**config.mk**
```make
export PLATFORM = sky130hd
export DESIGN_NAME = key_repeat
export DESIGN_NICKNAME = d
export VERILOG_FILES = /design/src/rtl/key_repeat.sv
export SDC_FILE = /design/constraint.sdc
export NUM_CORES = 1
export LEC_CHECK = 0
export ABC_AREA = 0
export BUFFER_PORTS_ARGS = -buffer_cell sky130_fd_sc_hd__clkbuf_2
export CAP_MARGIN = 0
export CORE_ASPECT_RATIO = 0.8
export CORE_MARGIN = 2
export CORE_UTILIZATION = 30
export DETAILED_ROUTE_END_ITERATION = 12
export MAX_ROUTING_LAYER = met4
export PLACE_DENSITY_LB_ADDON = 0.08
export SYNTH_ARGS = -nofsm -noshare
export SYNTH_HDL_FRONTEND = slang
export SYNTH_SLANG_ARGS = --single-unit
```
**constraint.sdc**
```tcl
create_clock -name clk -period 2.4 [get_ports clk]
set_clock_uncertainty 0.1 [all_clocks]
set_input_delay 0.12 -clock clk [delete_from_list [all_inputs] [get_ports clk]]
set_output_delay 0.12 -clock clk [all_outputs]
set_load 0.01 [all_outputs]
```
**src/rtl/key_repeat.sv**
```systemverilog
// Key auto-repeat: converts a debounced key level into a press tick, delayed
// auto-repeat ticks, a long-press flag, a release tick and a repeat count.
module key_repeat #(
  parameter int unsigned HOLD_CNT = 25_000_000,
  parameter int unsigned RPT_CNT  = 5_000_000,
  parameter int unsigned CW       = 25
) (
  input  logic       clk,
  input  logic       rst_n,
  input  logic       key_level,
  output logic       key_tick,
  output logic       release_tick,
  output logic       long_press,
  output logic [7:0] rpt_count
);

  typedef enum logic [1:0] {
    IDLE   = 2'd0,
    HOLD   = 2'd1,
    REPEAT = 2'd2
  } state_t;

  localparam logic [CW-1:0] HOLD_LAST = CW'(HOLD_CNT - 1);
  localparam logic [CW-1:0] RPT_LAST  = CW'(RPT_CNT - 1);

  state_t        state, state_n;
  logic [CW-1:0] timer, timer_n;
  logic          key_tick_n;
  logic          release_tick_n;
  logic          long_press_n;
  logic [7:0]    rpt_count_n;

  always_ff @(posedge clk or negedge rst_n) begin
    if (!rst_n) begin
      state        <= IDLE;
      timer        <= '0;
      key_tick     <= 1'b0;
      release_tick <= 1'b0;
      long_press   <= 1'b0;
      rpt_count    <= '0;
    end else begin
      state        <= state_n;
      timer        <= timer_n;
      key_tick     <= key_tick_n;
      release_tick <= release_tick_n;
      long_press   <= long_press_n;
      rpt_count    <= rpt_count_n;
    end
  end

  always_comb begin
    state_n        = state;
    timer_n        = timer;
    key_tick_n     = 1'b0;
    release_tick_n = 1'b0;
    long_press_n   = long_press;
    rpt_count_n    = rpt_count;

    unique case (state)
      IDLE: begin
        timer_n      = '0;
        long_press_n = 1'b0;
        if (key_level) begin
          state_n     = HOLD;
          rpt_count_n = '0;
          key_tick_n  = 1'b1;
        end
      end

      HOLD: begin
        // Release is tested first so it wins over a coincident expiry.
        if (!key_level) begin
          state_n        = IDLE;
          timer_n        = '0;
          release_tick_n = 1'b1;
          long_press_n   = 1'b0;
        end else if (timer == HOLD_LAST) begin
          state_n      = REPEAT;
          timer_n      = '0;
          key_tick_n   = 1'b1;
          long_press_n = 1'b1;
          rpt_count_n  = 8'd1;
        end else begin
          timer_n = timer + 1'b1;
        end
      end

      REPEAT: begin
        if (!key_level) begin
          state_n        = IDLE;
          timer_n        = '0;
          release_tick_n = 1'b1;
          long_press_n   = 1'b0;
        end else if (timer == RPT_LAST) begin
          timer_n    = '0;
          key_tick_n = 1'b1;
          if (rpt_count != 8'hFF) begin
            rpt_count_n = rpt_count + 8'd1;
          end
        end else begin
          timer_n = timer + 1'b1;
        end
      end

      default: begin
        state_n      = IDLE;
        timer_n      = '0;
        long_press_n = 1'b0;
        rpt_count_n  = '0;
      end
    endcase
  end

endmodule

```
==> summary.md, run 1 <==
| Metric | Value |
|---|---|
| Routed wire per std cell | 15.0 um |
| Worst R2R Start | timer[15]$_DFF_PN0_ |
| Finished Layout Cells | 372 |
| Final period utilization | 101% |
| Placer Congestion | 0.798 |
| Initial antenna violation count | 0 |
| Worst-path maximum fanout | 3 |
| Port Buffer Count | 13 |
| Syn-to-layout area delta | 35.3% |
| Final Cell Area | 2890 um2 |
| Most common cell in the synthesized netlist | dfrtp_1 |
| Hold Fails Final Rpt | 0 |
| DR DRC count | 0 |
| Total congestion overflow | 0 |
| Seq/Total Area, Yosys | 44.5% |
| Pin count of the biggest net entering global routing | 39 |
| Starting Density | 31.0% |
| Via count | 1,878 |
| I/O pin count | 14 |
| Slew @ Worst Pin | 0.503 ns |
| Hold Path Class | input port to register |
| Detail Placement HPWL | about 3800 um |
| Die Width | 98.4 um |
| Crit path kind | register to register |
| Hold Path End | release_tick$_DFF_PN0_ |
| Number of synthesized flops with an enable pin | 0 |
| Startpoint Class | register |
| Hold wc startpoint | key_level |
| Synth warn | 0 |
| CTS tree | done |
| Static leakage | 1.27 nW |
| Iter 0 DRT Violations | just under 70 |
| Top cell type's share of synthesized area | 44.5% |
| Pre-antenna DRT Iters | 4 |
| Slew Viols, Final | 0 |
| WHS Path Cells | 2 |
| Outcome | finished, violations left |
| R2R cell count | 9 |
| Routed WL | 5580 um |
| Clock tree buffer depth | 2 |
| Max-cap violations | 0 |
| Nets@finish | a little under 300 |
| FMAX | 414 MHz |
| Syn Std Cell Area | roughly 2100 um2 |
| Syn_area_per_cell | slightly above 9 um2 |
| ANT cells | 0 |
| Drt via density | ~5.0 |
| Global-route wire length before repair | ~9400 um |
| Vias in the first global route | 1,848 |
| Syn Inst Count | 229 |
| Layout cells sized above 1 | between 20% and 30% |
| Row count | 27 |
| Clock edge transition at the registers on the reported setup and hold paths | 0.08 ns |
| All-Layer GR Usage | 15.9% |
| Synth area leader | dfrtp_1 |
| Flops & latches, synth | 38 |
| Antenna viol nets, final | 0 |
| Peak VDD IR | 0.257 mV |
| Crit path time final | between 2 and 2.5 ns |
| Final setup TNS | -0.0179 ns |
| WP data arrival | 2.50 ns |
| Pwr dens | 618 nW/um2 |
| Synth top cells by count | dfrtp_1 (38), nor2_1 (36), nand3_1 (16) |
| Sink Count | 38 |
| Placed instance count | 356 |
| Critical Path Sink Type | register |
| PnR worst setup slack | -0.0179 ns |
| Die Ht | 79.5 um |
| Clk_lat worst skew | 0.29 ns |
| RSZ-0062 raised after global routing | yes |
| Hold slack | about 0.035 ns |
| Setup slack, reg-to-reg | -0.02 ns |
| DP Area | between 2000 and 3000 um2 |
| Syn_nets | 238 |
| CTS Root Cell | clkbuf_8 |
| DIE AREA | 7820 um2 |
| Setup WS pre-CTS | -0.0313 ns |
| Cts bufs inserted | 5 |
| Filler cells | a little under 700 |
| Core ar. | 6890 um2 |
| Main flop type after synthesis | dfrtp_1 |
| Cell variety after synth | 42 |
| CP required | around 2.5 ns |
| Async set or reset register ratio after synthesis | 100% |
| Top area cells in the synthesized netlist | dfrtp_1 (44%), nor2_1 (6.3%), xnor2_1 (6.1%), nand3_1 (3.7%), ha_1 (3.5%) |
| H-tree depth | 2 |
| Worst r2r dst | state[0]$_DFFE_PN0P_ |
| Max-slew headroom | 66.5% |
| Failing checks | setup timing |
| # setup viols final | 1 |
[cell families (layout without fill, tap and decap cells)]
group / after synthesis / after routing / share of synthesized area (%)
and+or+nand+nor: 110 / 110 / 27.4
DFF: 38 / 38 / 44.5
AOI/OAI and AO/OA: 33 / 33 / 11.3
xor gates and xnor gates: 22 / 22 / 9.01
buffers and inverters: 19 / 75 / 3.80
adders and majority gates: 6 / 6 / 3.51
muxes: 1 / 1 / 0.468
[state kept, by name, summed over array words and instances (netlist names)]
signal        count
key_tick          1
timer            25
rpt_count         8
release_tick      1
long_press        1
state             2
[worst max-delay path: stages, from the launching register on]
cell	delay, ns
dfrtp_1	0.40
or4b_4	0.53
or4_4	0.56
o21ai_4	0.14
buf_4	0.12
buf_4	0.09
buf_4	0.09
buf_4	0.10
a211o_1	0.11
nand3_1	0.07
[layout by cell type (no fill, tap or decap), types with 4 or more instances in the layout]
| master | synthesis | final |
|---|---|---|
| ha_1 | 6 | 6 |
| nor3_1 | 5 | 5 |
| nand2_1 | 14 | 14 |
| nor4_1 | 6 | 6 |
| clkbuf_2 | 1 | 13 |
| xor2_1 | 7 | 7 |
| xnor2_1 | 15 | 15 |
| o21ai_0 | 9 | 6 |
| and3_1 | 4 | 4 |
| dfrtp_1 | 38 | 38 |
| nand4_1 | 9 | 9 |
| nand3_1 | 16 | 16 |
| clkbuf_8 | 0 | 6 |
| buf_4 | 2 | 39 |
| o41ai_2 | 0 | 4 |
| inv_1 | 11 | 11 |
| nor2_1 | 36 | 35 |
[per-stage QoR]
stage | power, mW | util (%)
CTS | 1.79 | 40.8
finish | 1.79 | 42.0
detailed placement | 1.09 | 37.0
global placement | 1.09 | 37.0
global route | 1.88 | 42.0
floorplan | 0.926 | -
[final cells by class]
cell class / instances / area [um2] / area share, %
tap: 87 / 109 / 3.76
multi-input combinational: 172 / 1230 / 42.4
timing repair buffer: 57 / 454 / 15.7
sequential: 38 / 951 / 32.9
clock buffer: 6 / 82.6 / 2.85
clock inverter: 1 / 30.0 / 1.04
inverter: 11 / 41.3 / 1.43
[per-layer routing]
layer,routed length [um],share of wire [%],vias to the layer above,global-route usage (%)
li1,-,-,936,-
met1,2940,53,910,22.8
met2,2430,44,28,22.4
met3,156,2.8,4,3.15
met4,56,1.0,0,5.34
met5,0,0,-,-
[where the power goes]
part           total, mW  internal [mW]  switching (mW)
clock              0.568          0.333           0.235
combinational      0.536          0.246           0.290
sequential         0.685          0.667          0.0177
total               1.79           1.25           0.542
[how the worst max path moves through the flow]
stage,startpoint,endpoint,slack [ns],cells past startpoint
after floorplan,timer[15]$_DFF_PN0_,timer[15]$_DFF_PN0_,0.0009,6
after global placement,timer[15]$_DFF_PN0_,timer[12]$_DFF_PN0_,-0.04,6
after detailed placement,timer[15]$_DFF_PN0_,timer[20]$_DFF_PN0_,-0.03,6
after CTS,timer[15]$_DFF_PN0_,timer[18]$_DFF_PN0_,-0.003,7
after global routing,timer[10]$_DFF_PN0_,timer[8]$_DFF_PN0_,-0.08,6
final,timer[15]$_DFF_PN0_,state[0]$_DFFE_PN0P_,-0.02,9
[repair_timing]
item / in CTS / in global routing
setup buffers: 7 / 0
gates cloned: 2 / 0
endpoints found under the setup margin: 28 / 31
pin swaps: 0 / 3
resized for setup: 6 / 18
hold buffers: 1 / 0
endpoints found under the hold margin: 38 / 0
Note: power is estimated with default switching activity, not from simulation.
==> run 2: changes to the inputs <==
==> constraint.sdc (replaced) <==
create_clock -name clk -period 3 [get_ports clk]
set_clock_uncertainty 0.1 [all_clocks]
set_input_delay 0.15 -clock clk [delete_from_list [all_inputs] [get_ports clk]]
set_output_delay 0.15 -clock clk [all_outputs]
set_load 0.01 [all_outputs]
==> run 2 against run 1 <==
Against the previous run: the flow now finishes without violations; clock power is 35% lower; via count decreased by 10%; global-route usage decreased by 1.9 points.
==> summary.md, run 2 (synthesis gave the netlist of run 1 again) <==
| Metric | Value |
|---|---|
| Outcome | completed |
| Sequential share of power | 47.2% (+8.9 points) |
| Detail Placement HPWL | 3560 um (-5.3%) |
| Placer Congestion | 0.752 (-5.7%) |
| CTS tree | done |
| Hold Fails Final Rpt | 0 (unchanged) |
| Routed wire per std cell | 14.8 um (-1.4%) |
| ANT cells | 0 (unchanged) |
| CTS Root Cell | clkbuf_8 |
| Placed instance count | 326 (-8.4%) |
| Hold Path Class | input port to register |
| Drt via density | 5.04 (about the same) |
| RSZ-0062 raised after global routing | no |
| Max-cap violations | 0 (unchanged) |
| Iter 0 DRT Violations | 105 (+54%) |
| Clock edge transition at the registers on the reported setup and hold paths | 0.08 ns (about the same) |
| Pwr dens | 484 nW/um2 (-22%) |
| Final setup TNS | 0 ns (+0.0179 ns) |
| I/O pin count | 14 (unchanged) |
| Starting Density | 31.0% (unchanged) |
| Combinational cell fraction of total power | 21.4% (-8.5 points) |
| Startpoint Class | register |
| Final period utilization | 87.7% (-13 points) |
| Worst-path maximum fanout | 8 (+5) |
| Via count | 1,690 (-10%) |
| DR DRC count | 0 (unchanged) |
| Max reg flops | 25 (unchanged) |
| Max-slew headroom | 34.7% (-32 points) |
| Final Util | 35.2% (-6.8 points) |
| Crit path time final | 2.63 ns (+0.213 ns) |
| Routed WL | 4950 um (-11%) |
| Clk_lat worst skew | 0.28 ns (about the same) |
| Syn-to-layout area delta | 13.3% |
| Slew Viols, Final | 0 (unchanged) |
| Sw Share | 31.5% (+1.1 points) |
| Post-CTS Setup Bufs | 0 (-7) |
| Crit path kind | register to register |
| Initial antenna violation count | 0 (unchanged) |
| Die Ht | 79.5 um (unchanged) |
| FMAX | 380 MHz (-8.1%) |
| Finished Layout Cells | 335 (-9.9%) |
| Row count | 27 (unchanged) |
| H-tree depth | 2 (unchanged) |
| Port Buffer Count | 13 (unchanged) |
| Commonest non-fill, non-tap cells in the layout | dfrtp_1 (38), nor2_1 (36), nand3_1 (16) |
| # setup viols final | 0 (-1) |
| Cts bufs inserted | 5 (unchanged) |
| Die Width | 98.4 um (unchanged) |
| Setup WS pre-CTS | 0.401 ns (+0.432 ns) |
| Nets@finish | 256 (-13%) |
| Pin count of the biggest net entering global routing | 39 (unchanged) |
| Total congestion overflow | 0 (unchanged) |
| PnR worst setup slack | 0.370 ns (+0.387 ns) |
| Switching Power | 0.369 mW (-32%) |
| Static leakage | 0.982 nW (-23%) |
| Pre-antenna DRT Iters | 4 (unchanged) |
| Critical Path Sink Type | register |
| Global-route wire length before repair | 8540 um (-9.4%) |
| Clock Power Share | 31.4% (-0.3 points) |
| WP data arrival | 2.71 ns (+0.21 ns) |
| Clock tree buffer depth | 2 (unchanged) |
| All-Layer GR Usage | 14.0% (-1.9 points) |
| Sink Count | 38 (unchanged) |
| DIE AREA | 7820 um2 (unchanged) |
| Pint | 0.804 mW (-36%) |
| Core ar. | 6890 um2 (unchanged) |
| Peak VDD IR | 0.189 mV (-26%) |
| Layout cells sized above 1 | 12.9% (-16 points) |
| Slew @ Worst Pin | 0.979 ns (+0.476 ns) |
| Filler cells | 737 (+6.0%) |
| Antenna viol nets, final | 0 (unchanged) |
| Largest regs | timer x25, rpt_count x8, state x2 |
| CP required | 3.08 ns (+0.60 ns) |
| Vias in the first global route | 1,632 (-12%) |
| Leading cell type in the layout, fill and taps excluded | dfrtp_1 |
| Most flop-heavy register | timer |
| Setup slack, reg-to-reg | 0.37 ns (+0.39 ns) |
-- run 2: metal layers --
layer | wire length, um | global-route usage [%] | vias to the layer above
li1 | - | - | 867
met1 | 2950 | 22.2 | 801
met2 | 1830 | 17.6 | 20
met3 | 145 | 3.24 | 2
met4 | 24 | 2.88 | 0
met5 | 0 | - | -
-- run 2: path summary, 6_finish.rpt --
check,from,endpoint,depth (start not counted)
setup / recovery,timer[6]$_DFF_PN0_,rpt_count[7]$_DFFE_PN0P_,5
hold / removal,key_level,release_tick$_DFF_PN0_,2
setup reg to reg,timer[6]$_DFF_PN0_,rpt_count[7]$_DFFE_PN0P_,5
hold reg to reg,timer[0]$_DFF_PN0_,timer[0]$_DFF_PN0_,1
max in group asynchronous,rst_n,timer[18]$_DFF_PN0_,2
min in group asynchronous,rst_n,timer[3]$_DFF_PN0_,2
-- run 2: through the flow --
step           total power [mW]  instance area [um2]  hold WS (ns)
4_1_cts                    1.20                 2420        0.0540
3_3_place_gp              0.821                 2320         0.274
2_1_floorplan             0.738                 2140        -0.246
6_report                   1.17                 2420        0.0662
3_5_place_dp              0.815                 2320         0.279
5_1_grt                    1.25                 2420        0.0601
-- run 2: area by class of cell --
class / count / area (um2) / share of cell area [%]
tap: 87 / 109 / 4.49
multi-input combinational: 172 / 1110 / 45.6
clock inverter: 1 / 5.00 / 0.207
timing repair buffer: 19 / 125 / 5.16
clock buffer: 7 / 86.3 / 3.56
inverter: 11 / 41.3 / 1.70
sequential: 38 / 951 / 39.2
-- run 2: what timing repair did --
action	in CTS	in global routing
resized for setup	0	0
hold buffers	1	0
hold endpoints to repair	38	0
-- run 2: worst max-delay path, stage by stage, from the launching register on --
cell and delay [ns]:
dfrtp_1 0.44, or4b_4 0.57, nor4_4 0.40, a31oi_4 0.18
or3_1 0.55, o41ai_1 0.28
-- run 2: power groups by stage --
stage          sequential (mW)  clock, mW  combinational, mW
5_1_grt                  0.557      0.412              0.284
6_report                 0.553      0.368              0.251
2_1_floorplan            0.565          0              0.172
3_3_place_gp             0.564          0              0.257
3_5_place_dp             0.563          0              0.252
4_1_cts                  0.554      0.391              0.252
==> run 3: changes to the inputs <==
--- a/config.mk
+++ b/config.mk
@@ -8,7 +8,7 @@
 export ABC_AREA = 0
 export BUFFER_PORTS_ARGS = -buffer_cell sky130_fd_sc_hd__clkbuf_2
 export CAP_MARGIN = 0
-export CORE_ASPECT_RATIO = 0.8
+export CORE_ASPECT_RATIO = 0.9
 export CORE_MARGIN = 2
 export CORE_UTILIZATION = 30
 export DETAILED_ROUTE_END_ITERATION = 12
==> run 3 against run 2 <==
Against the previous run: first-iteration DRC count shrank 22%; clock power grew 2%; count of clock-buffer cells in the layout stayed put; highest routed layer unchanged.
==> summary.md, run 3 (synthesis gave the netlist of run 1 again) <==
| Metric | Value |
|---|---|
| Pin count of the biggest net entering global routing | 39 (unchanged) |
| Pwr dens | 484 nW/um2 (+0.12%) |
| Switching Power | 0.370 mW (+0.28%) |
| Setup slack, reg-to-reg | 0.36 ns (about the same) |
| Clock tree buffer depth | 2 (unchanged) |
| Slew Viols, Final | 0 (unchanged) |
| R2R cell count | 6 (+1) |
| Final setup TNS | 0 ns (unchanged) |
| Static leakage | 0.977 nW (-0.42%) |
| All-Layer GR Usage | 13.9% (-0.094 points) |
| Filler cells | 748 (+1.5%) |
| Starting Density | 30.7% (-0.33 points) |
| Routed wire per std cell | 14.0 um (-5.3%) |
| Resize count post-CTS | 0 (unchanged) |
| Placer Congestion | 0.761 (+1.1%) |
| Worst-path maximum fanout | 8 (unchanged) |
| Peak VDD IR | 0.131 mV (-31%) |
| Via count | 1,700 (+0.59%) |
| Pint | 0.804 mW (about the same) |
| FMAX | 379 MHz (-0.23%) |
| Master of the slowest instance on the critical path | or3_1 |
| Vias in the first global route | 1,696 (+3.9%) |
| CP required | 3.09 ns (about the same) |
| CTS tree | done |
| WHS Path Cells | 2 (unchanged) |
| Critical Path Max Stage Delay | 0.54 ns (-0.03 ns) |
| PnR worst setup slack | 0.364 ns (-0.00612 ns) |
| Max-slew headroom | 35.9% (+1.2 points) |
| Antenna viol nets, final | 0 (unchanged) |
| Hold Fails Final Rpt | 0 (unchanged) |
| Crit-path cells | ha_1 -> nand4_1 -> nor4_4 -> a31oi_4 -> or3_1 -> o41ai_1 |
| Final period utilization | 87.9% (+0.20 points) |
| Layout cells sized above 1 | 12.6% (-0.35 points) |
| Clk_lat worst skew | 0.29 ns (about the same) |
| Total congestion overflow | 0 (unchanged) |
| Core ar. | 6970 um2 (+1.1%) |
| H-tree depth | 2 (unchanged) |
| Hold wc startpoint | key_level |
| Detail Placement HPWL | 3340 um (-6.3%) |
| Nets@finish | 255 (-0.39%) |
| Combinational cell fraction of total power | 21.0% (-0.4 points) |
| Sw Share | 31.5% (+0.052 points) |
| Leading cell type in the layout, fill and taps excluded | dfrtp_1 |
| DR DRC count | 0 (unchanged) |
| Max reg flops | 25 (unchanged) |
| Crit path kind | register to register |
| Clock Power Share | 31.9% (+0.5 points) |
| Largest regs | timer x25, rpt_count x8, state x2 |
| RSZ-0062 raised after global routing | no |
| Row count | 29 (+7.4%) |
| Die Width | 93.0 um (-5.5%) |
| Port Buffer Count | 13 (unchanged) |
| Clock edge transition at the registers on the reported setup and hold paths | 0.08 ns (about the same) |
| Die Ht | 84.1 um (+5.8%) |
| Multi-input logic area | 1110 um2 (unchanged) |
| Outcome | completed |
| Storage cell area | 951 um2 (unchanged) |
| Sink Count | 38 (unchanged) |
| Worst r2r dst | rpt_count[7]$_DFFE_PN0P_ |
| Hold Path Class | input port to register |
| DIE AREA | 7820 um2 (about the same) |
| Critical Path Sink Type | register |
| Most flop-heavy register | timer |
| Global-route wire length before repair | 8490 um (-0.64%) |
| Drt via density | 5.00 (-0.89%) |
| WP data arrival | 2.72 ns (about the same) |
| Routed WL | 4760 um (-3.9%) |
| Worst R2R Start | timer[0]$_DFF_PN0_ |
| ANT cells | 0 (unchanged) |
| Commonest non-fill, non-tap cells in the layout | dfrtp_1 (38), nor2_1 (36), nand3_1 (16) |
| Slew @ Worst Pin | 0.961 ns (-0.0178 ns) |
| Crit path time final | 2.64 ns (+0.00612 ns) |
| CTS Root Cell | clkbuf_8 |
| Max-cap violations | 0 (unchanged) |
| I/O pin count | 14 (unchanged) |
| Hold Path End | release_tick$_DFF_PN0_ |
| Startpoint Class | register |
| Setup WS pre-CTS | 0.351 ns (-0.0503 ns) |
| Iter 0 DRT Violations | 82 (-22%) |
| Cts bufs inserted | 5 (unchanged) |
| Pre-antenna DRT Iters | 4 (unchanged) |
| Initial antenna violation count | 0 (unchanged) |
| Worst Path Buf+Inv | 0 (unchanged) |
| Syn-to-layout area delta | 13.3% (unchanged) |
| # setup viols final | 0 (unchanged) |
| Sequential share of power | 47.0% (-0.2 points) |
| CP delay by family, top | simple AND/OR/NAND/NOR gates |
run 3: cell count changes in the layout (fill, tap and decap cells not counted), sizes merged:
cell,change
buf,-1
run 3: per-stage QoR:
stage | cell area, um2 | hold slack (ns) | utilization (%) | total power [mW] | std cells
2_1_floorplan | 2140 | -0.246 | - | 0.738 | 229
3_3_place_gp | 2320 | 0.262 | 33.3 | 0.816 | 331
3_5_place_dp | 2320 | 0.262 | 33.3 | 0.811 | 331
4_1_cts | 2420 | 0.0359 | 34.8 | 1.20 | 340
5_1_grt | 2420 | 0.0539 | 34.8 | 1.25 | 340
6_report | 2420 | 0.0445 | 34.8 | 1.17 | 340
run 3: worst max-delay path by stage:
| stage | cells past startpoint | startpoint | to |
|---|---|---|---|
| after floorplan | 6 | timer[15]$_DFF_PN0_ | timer[15]$_DFF_PN0_ |
| after global placement | 6 | timer[0]$_DFF_PN0_ | rpt_count[7]$_DFFE_PN0P_ |
| after detailed placement | 6 | timer[0]$_DFF_PN0_ | rpt_count[7]$_DFFE_PN0P_ |
| after CTS | 6 | timer[0]$_DFF_PN0_ | rpt_count[7]$_DFFE_PN0P_ |
| after global routing | 6 | timer[0]$_DFF_PN0_ | rpt_count[4]$_DFFE_PN0P_ |
| final | 6 | timer[0]$_DFF_PN0_ | rpt_count[7]$_DFFE_PN0P_ |
run 3: what timing repair did:
item	CTS	global route
endpoints found under the hold margin	38	0
hold buffers	1	0
buffers inserted	0	0
run 3: routing by layer:
metal	global-route usage, %	vias to the layer above	wire, um
met3	3.07	5	120
met4	3.61	0	47
li1	-	859	-
met2	20.6	16	2160
met5	-	-	0
met1	19.3	820	2430
run 3: area by class of cell:
type / count / share of cell area (%)
Inverter: 11 / 1.70
Sequential cell: 38 / 39.2
Tap cell: 93 / 4.80
Multi-Input combinational cell: 172 / 45.6
Timing Repair Buffer: 18 / 4.85
Clock inverter: 1 / 0.207
Clock buffer: 7 / 3.56
run 3: power by group through the flow:
stage | sequential [mW] | clock, mW | combinational [mW]
6_report | 0.552 | 0.375 | 0.247
5_1_grt | 0.556 | 0.414 | 0.282
4_1_cts | 0.553 | 0.392 | 0.251
3_5_place_dp | 0.564 | 0 | 0.248
3_3_place_gp | 0.564 | 0 | 0.253
2_1_floorplan | 0.565 | 0 | 0.172
